`config.mk`:
```
export PLATFORM = sky130hd
export DESIGN_NAME = dram_dual_port
export DESIGN_NICKNAME = d
export VERILOG_FILES = /design/src/rtl/dram_dual_port.sv
export SDC_FILE = /design/constraint.sdc
export NUM_CORES = 1
export LEC_CHECK = 0
export ABC_AREA = 1
export CORE_ASPECT_RATIO = 0.6
export CORE_MARGIN = 1
export CORE_UTILIZATION = 45
export CTS_BUF_LIST = sky130_fd_sc_hd__clkbuf_4 sky130_fd_sc_hd__clkbuf_8
export DETAILED_ROUTE_END_ITERATION = 10
export PLACE_DENSITY = 0.71
export REMOVE_ABC_BUFFERS = 1
export SLEW_MARGIN = 20
export SYNTH_ARGS = -nofsm -noshare
export SYNTH_HDL_FRONTEND = slang
export SYNTH_SLANG_ARGS = --single-unit
```
`constraint.sdc`:
```
create_clock -name clk -period 2.1 [get_ports clk]
set_input_delay 0.42 -clock clk [delete_from_list [all_inputs] [get_ports clk]]
set_output_delay 0.42 -clock clk [all_outputs]
set_load 0.02 [all_outputs]
```
`src/rtl/dram_dual_port.sv`:
```
// dram_dual_port
//   Dual-port behavioural DRAM array: 2^ADDR_WIDTH rows of DATA_WIDTH bits.
//   Each row keeps an age counter. The counter restarts on any write, read or
//   refresh of that row. When a row goes RETENTION_CYCLES clocks without being
//   restored, its contents decay to zero.
//
// Ports
//   clk                   single clock, rising-edge active
//   rst_n                 asynchronous active-low reset (clears data, ages, outputs)
//   we_a / we_b           write strobes
//   enable_a / enable_b   read enables (registered read, read-first)
//   addr_a / addr_b       row addresses
//   data_in_a / data_in_b write data
//   data_out_a / data_out_b  registered read data; holds its value while the read enable is low
//   refresh_en            restores every row on the sampled edge
module dram_dual_port #(
    parameter int DATA_WIDTH       = 16,
    parameter int ADDR_WIDTH       = 4,
    parameter int RETENTION_CYCLES = 1024
) (
    input  logic                  clk,
    input  logic                  rst_n,
    input  logic                  we_a,
    input  logic                  enable_a,
    input  logic [ADDR_WIDTH-1:0] addr_a,
    input  logic [DATA_WIDTH-1:0] data_in_a,
    output logic [DATA_WIDTH-1:0] data_out_a,
    input  logic                  we_b,
    input  logic                  enable_b,
    input  logic [ADDR_WIDTH-1:0] addr_b,
    input  logic [DATA_WIDTH-1:0] data_in_b,
    output logic [DATA_WIDTH-1:0] data_out_b,
    input  logic                  refresh_en
);

    localparam int DEPTH = 1 << ADDR_WIDTH;
    localparam int AGE_W = $clog2(RETENTION_CYCLES + 1);
    localparam logic [AGE_W-1:0] AGE_MAX = AGE_W'(RETENTION_CYCLES);

    // Read view of all rows. Each row lives in its own generate scope because
    // the whole array has to clear on reset, so it cannot map onto block RAM.
    logic [DATA_WIDTH-1:0] mem_view [DEPTH];

    genvar gi;
    generate
        for (gi = 0; gi < DEPTH; gi++) begin : g_row
            logic                  wr_a_hit;
            logic                  wr_b_hit;
            logic                  rd_hit;
            logic                  restore;
            logic [AGE_W-1:0]      age_reg;
            logic [AGE_W-1:0]      age_next;
            logic [DATA_WIDTH-1:0] row_data_reg;

            assign wr_a_hit = we_a && (addr_a == ADDR_WIDTH'(gi));
            assign wr_b_hit = we_b && (addr_b == ADDR_WIDTH'(gi));
            assign rd_hit   = (enable_a && (addr_a == ADDR_WIDTH'(gi))) ||
                              (enable_b && (addr_b == ADDR_WIDTH'(gi)));
            assign restore  = wr_a_hit || wr_b_hit || rd_hit || refresh_en;

            always_comb begin
                age_next = age_reg;
                if (restore) begin
                    age_next = '0;
                end else if (age_reg != AGE_MAX) begin
                    age_next = age_reg + AGE_W'(1);
                end
            end

            // Port A wins a same-row write collision. Decay applies only when
            // nothing restored the row on this edge, because a restored row has
            // age_next == 0.
            always_ff @(posedge clk or negedge rst_n) begin
                if (!rst_n) begin
                    age_reg      <= '0;
                    row_data_reg <= '0;
                end else begin
                    age_reg <= age_next;
                    if (wr_a_hit) begin
                        row_data_reg <= data_in_a;
                    end else if (wr_b_hit) begin
                        row_data_reg <= data_in_b;
                    end else if (age_next == AGE_MAX) begin
                        row_data_reg <= '0;
                    end
                end
            end

            assign mem_view[gi] = row_data_reg;
        end
    endgenerate

    // Registered reads sample the pre-edge contents. This gives read-first
    // behaviour against both ports' writes on the same edge.
    always_ff @(posedge clk or negedge rst_n) begin
        if (!rst_n) begin
            data_out_a <= '0;
            data_out_b <= '0;
        end else begin
            if (enable_a) begin
                data_out_a <= mem_view[addr_a];
            end
            if (enable_b) begin
                data_out_b <= mem_view[addr_b];
            end
        end
    end

endmodule

```
; Yosys cells after proc, flatten, opt, wreduce, memory -nomap -nowiden
; Cells that the tools add are included.
[classes]
n_addsub = 16
magnitude_cmp = 2
eq_ne = 62
n_mux = 86
bitwise_logic = 2
n_reduce_logical = 146
[ops]
columns = operator, count
row1 = $mux 16, 52
row2 = $mux 11, 32
row3 = $add 11x1->11 const B, 16
row4 = $eq 11x11->1 const B, 16
row5 = $ne 11x11->1 const B, 16
row6 = $bmux 16 s4, 2
row7 = $eq 4x4->1 const B, 16
row8 = $logic_and 1x1->1, 64
row9 = $logic_or 1x1->1, 64
row10 = $reduce_bool 3->1, 16
row11 = $eq 4x3->1 const B, 8
row12 = $eq 4x2->1 const B, 4
row13 = $ge 5x5->1 const B, 2
row14 = $not 4->5, 2
row15 = $eq 4x1->1 const B, 2
row16 = $logic_not 4->1, 2
[word_totals]
register_bits = 464
in_bits = 47
wordCells = 348

; Logic depth before layout (Yosys ltp)
[logic_depth]
word_depth = 10
depth_mapped = 15
depth_no_buf = 14

; Worst setup path after synthesis
; OpenSTA, ideal clock, no wires.
[synth_timing]
path_type = in2reg
start = input port we_b
end = register g_row[0].row_data_reg[10]
setup_time_ns = 0.119
arrival_time_ns = 1.853
setup_slack_ns = 0.128
path_stages = 11
n_path_buf = 3
cell_sequence = buf_2 -> buf_4 -> nand3_1 -> nand2_2 -> nor2_4 -> nand2_1 -> nor2_1 -> nand3_2 -> buf_6 -> nand3_2 -> nand2_1
[synth_via]
elab_chain_cells = 7
elab_cells_between_ends = 9
classes_between = 1 x eq/ne / 3 x mux / 5 x reduce/logical
[synth_lines]
columns = element, line_no
row1 = start: declaration, 28  ; input logic we_b,
row2 = $logic_and 1x1->1 (*), 56  ; assign wr_b_hit = we_b && (addr_b == ADDR_WIDTH'(gi));
row3 = $logic_or 1x1->1 (3 in a row), 59  ; assign restore = wr_a_hit || wr_b_hit || rd_hit || refresh_en;
row4 = $mux 11, 63  ; if (restore) begin
row5 = $eq 11x11->1, 83  ; end else if (age_next == AGE_MAX) begin
row6 = $reduce_bool 3->1 (no source line), -
row7 = end signal: assignment, 80  ; row_data_reg <= data_in_a;
row8 = end signal: assignment, 82  ; row_data_reg <= data_in_b;
row9 = end: declaration, 53  ; logic [DATA_WIDTH-1:0] row_data_reg;
; Every way passes the cells marked *; elsewhere a longest branch is shown, timed or not.
; A chain may end at the register's enable or synchronous reset.

; Worst setup path in the final report
[layout_timing]
start = register data_out_a[1]
end = output port data_out_a[1]
[layout_lines]
columns = element, line_no
row1 = start: declaration, 27  ; output logic [DATA_WIDTH-1:0] data_out_a,
row2 = start signal: assignment, 101  ; data_out_a <= mem_view[addr_a];
; No word-level cell between the ends.

==> results.yml <==
synthesis:
  synth-xor-area-share_pct: 1.901
  synth_largest_area_cell: "dfrtp_1"
  ys_top_cells_by_area: "dfrtp_1 (40%), nand2_1 (13%), o21ai_0 (7.7%)"
  synth_top_area_share_pct: 40.01
  netlist-cell-type-count: 29
  ys_ff_latch: 464
  syn-instance-count: 4088
  avgSynthCellArea_sq_um: 7.100
  synth_top_family_by_area: "simple AND/OR/NAND/NOR gates"
  synth_top_flop_cell: "dfrtp_1"
  ys_seq_area_share_pct: 40.01
  synth_compound_area_share_pct: 17.76
  synthTopCellsByCount: "nand2_1 (982), inv_1 (518), dfrtp_1 (464)"
  yosys.area_share.simple_pct: 28.99
  synth_edf_count: 0
  synth_area_sq_um: 29020
  synth_warnings: 0
  synth.most_common_cell: "nand2_1"
  synth_mux_area_share_pct: 0
  synth_fa_ha_area_share_pct: 1.379
  async_flop_share_pct: 100.0
placed_design:
  gp_congestion: 1.043
  port-buffer-count: 78
  post-dp-hpwl_microns: 76180
critical_path:
  crit_chain: "clkdlybuf4s50_1"
  worst-setup-path-type: "flop to output port"
  cp.arrival_ps: 1640
  cp_top_family: "buffers and inverters"
  worstSetupEndpointType: "output port"
  cp_max_fo: 2
  slowest_delay_ps: 600
  path_buf_inv: 1
  crit_required_ps: 1680
  start_kind: "flop"
  critPathSlowestCell: "clkdlybuf4s50_1"
drt:
  detail-route-antenna-nets: 0
  avgViaCountPerCell: 5.908
  first_iter_violations: 4876
  num_vias: 31260
  wl_per_cell_microns: 21.02
  firstDrtPassIters: 11
  drc_errors: 0
  wirelength_microns: 111200
sta:
  hold_viol: 0
  setup_viol: 0
  final.period_utilization_pct: 97.98
  tns_ps: 0
  fin_hold_ws_ps: 261.8
  tightest_slew_ps: 824.7
  fmax_mhz: 486.0
  max_slew_margin_pct: 44.89
  maxSlewViolCount: 0
  finClkSkew_ps: 38.18
  period_needed_ps: 2058
layout:
  fin_nets: 4473
  largest_register_ffs: 256
  fillers: 5875
  syn2layout_area_growth_pct: 23.12
  final_util_pct: 56.58
  drive_gt1_share_pct: 16.43
power:
  p_switching_mw: 8.958
  p_int_mw: 17.14
  p_clk_share_pct: 32.8
  p_seq_share_pct: 44.0
  swShare_pct: 34.33
  p_leak_nw: 18.30
  peakVddDrop_v: 0.0004832
  p_comb_share_pct: 23.2
  power_density_nw_per_um2: 730.3
outcome:
  status: "finished clean"
cts:
  cts_buffer_depth: 3
  cts_tree: "yes"
  cts.clk_slew.worst_paths_ps: 70
  ctsHtreeMaxLevel: 3
  worstSkewPairLatency_ps: 690
  cts-root-buf: "clkbuf_8"
  cts_buffers: 74
  clkSinkCount: 464
grt:
  grt-ovfl-total: 0
  grt_max_degree: 73
  gr-usage-all-layers_pct: 33.33
  antenna_found_initial: 2
  grt_pass1_wl_microns: 167500
  grt_pass1_vias: 28630
floorplan:
  start_util_pct: 45.95
  die_area_sq_um: 65550
  die_x_microns: 329.9
  rows: 71
  pin_count: 79
  coreArea_sq_um: 63160
  die_h_microns: 198.7
run:
  maxCapViolations: 0
hold_path:
  worstHoldPathType: "primary input to asynchronous set/reset pin"
==> stage by stage <==
stage | setup slack [ps] | instance area, sq um | power [mW] | instances
global route | -69.52 | 35730 | 27.21 | 5289
floorplan | -1645 | 28150 | 14.44 | 3878
finish | 42.45 | 35730 | 26.10 | 5291
global placement | -949.0 | 33300 | 17.09 | 5130
detailed placement | -986.3 | 33300 | 17.24 | 5130
CTS | 1.336 | 34910 | 25.71 | 5265
==> layout make-up <==
cell class	count	area (sq um)	area share (%)
timing repair buffer	437	4350	12.17
inverter	537	2018	5.648
tap	839	1050	2.938
clock buffer	114	1488	4.163
antenna	3	7.507	0.02101
clock inverter	17	103.9	0.2906
sequential	464	11620	32.51
multi-input combinational	2880	15100	42.25
==> per-layer routing <==
metal | track usage, % | vias up | routed length, microns
met3 | 17.55 | 336 | 19770
met4 | 9.979 | 6 | 3642
met2 | 43.68 | 2166 | 41940
li1 | - | 14220 | -
met1 | 46.26 | 14530 | 45550
met5 | 2.549 | - | 309
==> layout by cell type (no fill, tap or decap), types with 5 or more instances in the layout <==
cell type / count
a21oi_1: 156
a22oi_1: 128
buf_12: 64
buf_4: 288
clkbuf_4: 13
clkbuf_8: 101
clkdlybuf4s50_1: 44
clkinv_2: 10
clkinvlp_4: 6
dfrtp_1: 459
dfrtp_2: 5
dlygate4sd2_1: 17
dlymetal6s2s_1: 12
ha_1: 20
ha_2: 7
ha_4: 5
inv_1: 509
inv_2: 26
nand2_1: 964
nand2_2: 33
nand3_1: 383
nand3_2: 58
nand3b_1: 7
nand4_1: 45
nor2_1: 232
nor2_2: 47
nor2_4: 39
nor3_1: 98
o21ai_0: 425
o21ai_1: 23
o21ai_2: 7
o221ai_1: 128
xnor2_1: 19
xor2_1: 44
==> what timing repair did <==
item,CTS,global route
cloned,1,6
gates resized for setup,21,194
buffers inserted,2,17
pin swaps,1,53
hold endpoints to repair,40,0
hold buffers,1,0
setup endpoints to repair,89,261
==> power groups by stage <==
stage               Sequential [mW]  Combinational (mW)  Clock [mW]
floorplan                      11.4                3.08           0
global placement               11.5                5.56           0
CTS                            11.4                5.66        8.64
global route                   11.6                6.57        9.04
detailed placement             11.6                5.69           0
finish                         11.5                6.06        8.56
==> kinds of logic after synthesis <==
family / count (synthesis)
adder cells (fa/ha/maj): 32
AO/OA/AOI/OAI: 869
buffers and inverters: 747
XOR/XNOR: 63
flip-flops: 464
AND/OR/NAND/NOR: 1913
==> final timing paths <==
kind,cells past startpoint,slack (ps),start,endpoint
max,1,40,data_out_a[1],data_out_a[1]
min,2,260,rst_n,g_row[10].row_data_reg[14]
max reg2reg,14,90,g_row[11].age_reg[1],g_row[11].row_data_reg[2]
min reg2reg,2,480,data_out_a[5],data_out_a[5]
max in group asynchronous,3,1050,rst_n,g_row[2].age_reg[3]
min in group clk,4,330,enable_a,data_out_a[11]
Note: power is estimated with default switching activity, not from simulation.
